[src/rtl/ecg_pkg.sv]
// Shared widths, depth and entry layout for the ECG sample capture slice.
package ecg_pkg;

   localparam int ECG_DATA_W = 12;
   localparam int ECG_ADDR_W = 12;
   localparam int FIFO_DEPTH = 8;

   typedef struct packed {
      logic                  frame_start;
      logic [ECG_ADDR_W-1:0] addr;
      logic [ECG_DATA_W-1:0] data;
   } ecg_entry_t;

endpackage

[src/rtl/ecg_sync_fifo.sv]
// Single-clock first-word-fall-through FIFO; the head entry is visible on rdata
// whenever empty=0. A push into a full FIFO is accepted only alongside a pop.
module ecg_sync_fifo #(
   parameter int WIDTH = 25,
   parameter int DEPTH = 8
) (
   input  logic                     clk,
   input  logic                     rst_n,
   input  logic                     push,
   input  logic                     pop,
   input  logic [WIDTH-1:0]         wdata,
   output logic [WIDTH-1:0]         rdata,
   output logic                     full,
   output logic                     empty,
   output logic [$clog2(DEPTH):0]   level
);

   localparam int                PTR_W    = $clog2(DEPTH);
   localparam logic [PTR_W:0]    FULL_LVL = (PTR_W + 1)'(DEPTH);

   logic [WIDTH-1:0] r_mem [DEPTH];
   logic [PTR_W-1:0] r_wr_ptr;
   logic [PTR_W-1:0] r_rd_ptr;
   logic [PTR_W:0]   r_level;
   logic             w_do_push;
   logic             w_do_pop;

   assign empty     = (r_level == '0);
   assign full      = (r_level == FULL_LVL);
   assign w_do_pop  = pop & ~empty;
   assign w_do_push = push & (~full | w_do_pop);
   assign rdata     = r_mem[r_rd_ptr];
   assign level     = r_level;

   // NOTE: storage has no reset; occupancy is tracked by the pointers, so stale
   // contents are never observed and the array can map onto plain RAM.
   always_ff @(posedge clk) begin
      if (w_do_push) r_mem[r_wr_ptr] <= wdata;
   end

   // NOTE: sequential state uses non-blocking assignments only, so every
   // register here samples the pre-edge values regardless of statement order.
   always_ff @(posedge clk or negedge rst_n) begin
      if (!rst_n) begin
         r_wr_ptr <= '0;
         r_rd_ptr <= '0;
         r_level  <= '0;
      end else begin
         if (w_do_push) r_wr_ptr <= r_wr_ptr + 1'b1;
         if (w_do_pop)  r_rd_ptr <= r_rd_ptr + 1'b1;
         case ({w_do_push, w_do_pop})
            2'b10:   r_level <= r_level + 1'b1;
            2'b01:   r_level <= r_level - 1'b1;
            default: r_level <= r_level;
         endcase
      end
   end

endmodule

[src/rtl/ecg_sample_capture.sv]
// Captures one {address, sample} entry per sample-strobe rising edge into a FIFO
// and presents it as a valid/ready stream with frame-start and overflow flags.
module ecg_sample_capture
   import ecg_pkg::*;
#(
   parameter int DATA_W = ECG_DATA_W,
   parameter int ADDR_W = ECG_ADDR_W,
   parameter int DEPTH  = FIFO_DEPTH
) (
   input  logic                   clk,
   input  logic                   rst_n,
   input  logic                   sample_strobe,
   input  logic [ADDR_W-1:0]      sample_addr,
   input  logic [DATA_W-1:0]      sample_data,
   output logic                   out_valid,
   input  logic                   out_ready,
   output logic [DATA_W-1:0]      out_data,
   output logic [ADDR_W-1:0]      out_addr,
   output logic                   out_frame_start,
   output logic [$clog2(DEPTH):0] level,
   output logic                   overflow,
   input  logic                   clear_ovf
);

   typedef struct packed {
      logic              frame_start;
      logic [ADDR_W-1:0] addr;
      logic [DATA_W-1:0] data;
   } entry_t;

   logic              r_s_q1;
   logic              r_s_q2;
   logic              r_edge;
   logic              r_first;
   logic              r_overflow;
   logic [ADDR_W-1:0] r_addr_q;
   logic [DATA_W-1:0] r_data_q;
   entry_t            w_wr_entry;
   entry_t            w_head;
   logic              w_full;
   logic              w_empty;
   logic              w_pop;
   logic              w_drop;

   assign w_pop      = ~w_empty & out_ready;
   assign w_drop     = r_edge & w_full & ~w_pop;
   assign w_wr_entry = '{frame_start: (r_addr_q == '0) | r_first,
                         addr:        r_addr_q,
                         data:        r_data_q};

   // Edge is registered so an entry lands two clocks after the strobe is sampled.
   always_ff @(posedge clk or negedge rst_n) begin
      if (!rst_n) begin
         r_s_q1     <= 1'b0;
         r_s_q2     <= 1'b0;
         r_edge     <= 1'b0;
         r_addr_q   <= '0;
         r_data_q   <= '0;
         r_first    <= 1'b1;
         r_overflow <= 1'b0;
      end else begin
         r_s_q1   <= sample_strobe;
         r_s_q2   <= r_s_q1;
         r_edge   <= r_s_q1 & ~r_s_q2;
         r_addr_q <= sample_addr;
         r_data_q <= sample_data;
         if (r_edge) r_first <= 1'b0;
         if (w_drop)         r_overflow <= 1'b1;
         else if (clear_ovf) r_overflow <= 1'b0;
      end
   end

   ecg_sync_fifo #(
      .WIDTH ($bits(entry_t)),
      .DEPTH (DEPTH)
   ) u_fifo (
      .clk   (clk),
      .rst_n (rst_n),
      .push  (r_edge),
      .pop   (w_pop),
      .wdata (w_wr_entry),
      .rdata (w_head),
      .full  (w_full),
      .empty (w_empty),
      .level (level)
   );

   // Head fields are masked while empty so the outputs read zero out of reset.
   assign out_valid       = ~w_empty;
   assign out_data        = w_empty ? '0 : w_head.data;
   assign out_addr        = w_empty ? '0 : w_head.addr;
   assign out_frame_start = ~w_empty & w_head.frame_start;
   assign overflow        = r_overflow;

endmodule

[config.mk]
export PLATFORM = sky130hd
export DESIGN_NAME = ecg_sample_capture
export DESIGN_NICKNAME = d
export VERILOG_FILES = /design/src/rtl/ecg_pkg.sv /design/src/rtl/ecg_sync_fifo.sv /design/src/rtl/ecg_sample_capture.sv
export SDC_FILE = /design/constraint.sdc
export NUM_CORES = 1
export LEC_CHECK = 0
export ABC_AREA = 1
export BUFFER_PORTS_ARGS = -buffer_cell sky130_fd_sc_hd__clkbuf_2
export CAP_MARGIN = 30
export CORE_AREA = 8 8 139 141
export DETAILED_ROUTE_END_ITERATION = 8
export DIE_AREA = 0 0 147 149
export PLACE_DENSITY_LB_ADDON = 0.15
export SETUP_SLACK_MARGIN = 0.2
export SLEW_MARGIN = 20
export SYNTH_ARGS = -nofsm -noshare
export SYNTH_HDL_FRONTEND = slang
export SYNTH_SLANG_ARGS = --single-unit
[constraint.sdc]
create_clock -name clk -period 2.77 [get_ports clk]
set_input_delay 0.277 -clock clk [delete_from_list [all_inputs] [get_ports clk]]
set_output_delay 0.277 -clock clk [all_outputs]
set_load 0.02 [all_outputs]
==> metrics.md <==
| Metric | Value |
|---|---|
| Vias | `5742` |
| Sw frac | `35.7%` |
| Clock latency on the worst-skew pair | `0.51 ns` |
| Synth cell count leaders | `200 x edfxtp_1, 196 x nor2_1, 69 x o21ai_0, 51 x nand2_1, 38 x dfrtp_1` |
| Max VDD drop | `0.721 mV` |
| Worst endpoint required time | `2.49 ns` |
| CTS root buffer | `clkbuf_16` |
| Critical Path Fanout Max | `45` |
| Multi-input gate area | `1980 µm²` |
| Critical path buffers and inverters | `3` |
| Number of buffers created by CTS | `24` |
| DRT Pass-1 Iters | `4` |
| R2R depth | `12` |
| Chip Width | `147 µm` |
| DRC Markers | `0` |
| Main flop type after synthesis | `edfxtp_1` |
| Clk buf depth | `3` |
| Seq pwr share | `38.0%` |
| Fin. Hold Viols | `0` |
| Share of the synthesized area in the top cell type | `64.8%` |
| Gr ovfl total | `0` |
| Headroom to the max-slew limit | `47.1%` |
| Syn nets | `751` |
| FF+latch area | `6990 µm²` |
| Share of cells above drive strength 1 | `16.6%` |
| Internal power | `0.00749 W` |
| I/O pins | `60` |
| CP max-delay cell | `dfrtp_2` |
| Site Rows | `48` |
| Post-Synth XOR/XNOR Area | `0.473%` |
| Post-Syn Area | `9270 µm²` |
| Clock network fraction of total power | `28.7%` |
| GP Congestion | `0.793` |
| Compound-Gate Fraction of Synth Area | `9.52%` |
| Mapped Cells | `717` |
| Ys Warns | `0` |
| Hold WC Path Type | `in -> reg` |
| Combinational fraction of design power | `33.2%` |
| Status | `completed` |
| WL/cell | `18.9 µm` |
| Largest family of logic cells by synthesized area | `simple AND/OR/NAND/NOR gates` |
| Critical path, cell by cell | `inv_2, buf_4, nor2_1, o22ai_1, nor2_1, nor2_1, clkbuf_2` |
| Synth area leaders | `edfxtp_1 65%, dfrtp_1 10%, nor2_1 7.9%, o21ai_0 3.7%, nand2_1 2.1%` |
| First-pass GRT wire length | `31.2 mm` |
| TritonCTS Sinks | `239` |
| EDFF count, synth | `200` |
| TNS Setup | `0 ns` |
| Hold path depth | `3` |
| Clk pin slew, worst setup/hold paths | `0.06 ns` |
| Adder-cell share of the synthesized area | `0.675%` |
| Async SR Flop Fraction | `16.3%` |
| Final ANT Viol Nets | `0` |
| Crit path capture type | `output port` |
| Cell mode on critical path | `nor2_1` |
| Multiplexer share of the synthesized area | `0%` |
| Avg Cell Area, Syn | `12.9 µm²` |
| Count leader, synth | `edfxtp_1` |
| Register area share after synthesis | `75.4%` |
| Max incr delay on CP | `0.44 ns` |
| Largest net degree at the start of global routing | `102` |
| Area Growth Syn to Fin | `18.1%` |
| Distinct cell type count after synthesis | `26` |
| Port Buf Inserts | `59` |
| Cell area after layout | `10900 µm²` |
| Highest clock rate | `413 MHz` |
| Final worst path period need | `2.42 ns` |
| H-tree depth | `1` |
| Area leader, netlist | `edfxtp_1` |
| Leak pwr | `4.05 nW` |
| Die span in y | `149 µm` |
| DIE AREA | `21900 µm²` |
| Total core area | `17100 µm²` |
| Layout net count | `848` |
| Vias in the first global route | `5838` |
| Total global-route track usage | `18.1%` |
| Ant diodes | `0` |
| Yosys reg bits | `239` |
| Final Setup Violations | `0` |
| Critical path depth | `7` |
| Startpoint Class | `flop` |
| Fin crit share | `87.4%` |
| DP HPWL | `11.2 mm` |
| Final Slew Violations | `0` |
| DRT iter0 DRCs | `463` |
| Net Sw Power | `0.00415 W` |
| Post-DP Area | `9820 µm²` |
| Setup repair after global routing missed its margin | `true` |
| Fillcell total | `1294` |
| Worst clock skew | `0.00539 ns` |
| Post-Synth Simple-Gate Area | `10.5%` |
| P per Cell Area | `1060 nW/µm²` |
| Initial antenna violation count | `0` |
| Critical path class | `reg -> out` |
| Vias per inst | `5.43` |
| Worst Path Arrival | `2.14 ns` |
| Initial core utilization | `54.3%` |
| Final wirelength | `20.0 mm` |
| Maxcap violations | `0` |
| CP top delay family | `buffers and inverters` |
| CTS tree | `yes` |
| Slew @ Worst Pin | `0.785 ns` |
## power by group through the flow
stage | logic, W | registers (W) | clock network [W]
after floorplan | 0.00280 | 0.00443 | 0
after detailed placement | 0.00386 | 0.00449 | 0
after global routing | 0.00433 | 0.00446 | 0.00354
final | 0.00387 | 0.00443 | 0.00335
after global placement | 0.00375 | 0.00447 | 0
after CTS | 0.00391 | 0.00442 | 0.00340
## per-stage QoR
stage	power (W)	utilization, %	worst slack (ns)	instances	hold WS, ns
after floorplan	0.00722	-	0.201	717	-0.0186
after global placement	0.00822	57.6	0.751	986	0.326
after global routing	0.0123	64.1	0.191	1057	0.118
after detailed placement	0.00836	57.6	0.620	986	0.345
after CTS	0.0117	64.1	0.272	1057	0.0916
final	0.0116	64.1	0.349	1057	0.102
## placed cells by master, fill, tap and decap left out, types with 2 or more instances in the layout
master,count
nor2_2,8
nor2_1,188
nand3_1,4
clkinv_2,5
nand2_1,51
o21ai_0,69
edfxtp_1,200
buf_4,22
clkbuf_1,5
clkbuf_16,25
xor2_1,2
xnor2_1,3
dfrtp_2,3
dlygate4sd3_1,27
dfrtp_1,35
o21ai_1,35
o22ai_1,26
clkbuf_8,5
inv_1,14
o211ai_1,25
bufinv_16,3
clkbuf_2,59
ha_1,5
## final cells by class
class / count / share of cell area [%]
Clock buffer: 35 / 6.52
Clock inverter: 9 / 1.12
Inverter: 16 / 0.560
Multi-Input combinational cell: 422 / 18.1
Sequential cell: 239 / 63.9
Tap cell: 225 / 2.57
Timing Repair Buffer: 111 / 7.22
## metal layers
metal,GRT usage [%],part of all wire [%]
met5,0,0
met4,5.10,1.7
met3,2.70,4.3
met2,31.7,52
met1,23.1,42
## sequential cells by signal, summed over array words and instances, names as in the netlist, 3 cells and up
name             flops
u_fifo.r_mem       200
r_addr_q            12
r_data_q            12
u_fifo.level         4
u_fifo.r_rd_ptr      3
u_fifo.r_wr_ptr      3
## cell families after synthesis
logic type	count (synthesis)
AO/OA/AOI/OAI	157
buffers and inverters	56
adder cells (fa/ha/maj)	5
flip-flops	239
XOR/XNOR	5
AND/OR/NAND/NOR	255
## repair_timing
item                                   4_1_cts  5_1_grt
endpoints found under the hold margin       47        0
hold buffers                                27        0
gates resized for setup                      0        3
setup endpoints to repair                    0        3
setup buffers                                0        0
## final timing paths
check | end | from | slack [ns]
max | out_addr[1] | u_fifo.r_rd_ptr[0] | 0.35
min | u_fifo.r_rd_ptr[0] | out_ready | 0.10
max reg2reg | u_fifo.level[2] | u_fifo.level[0] | 0.59
min reg2reg | r_s_q2 | r_s_q1 | 0.38
max in group asynchronous | r_addr_q[11] | rst_n | 1.72
min in group asynchronous | r_addr_q[0] | rst_n | 0.33
## worst min-delay path, stage by stage
cell      delay [ns]
clkbuf_2        0.09
nand2_1         0.09
xor2_1          0.10
Power figures use the tool's default switching activity.
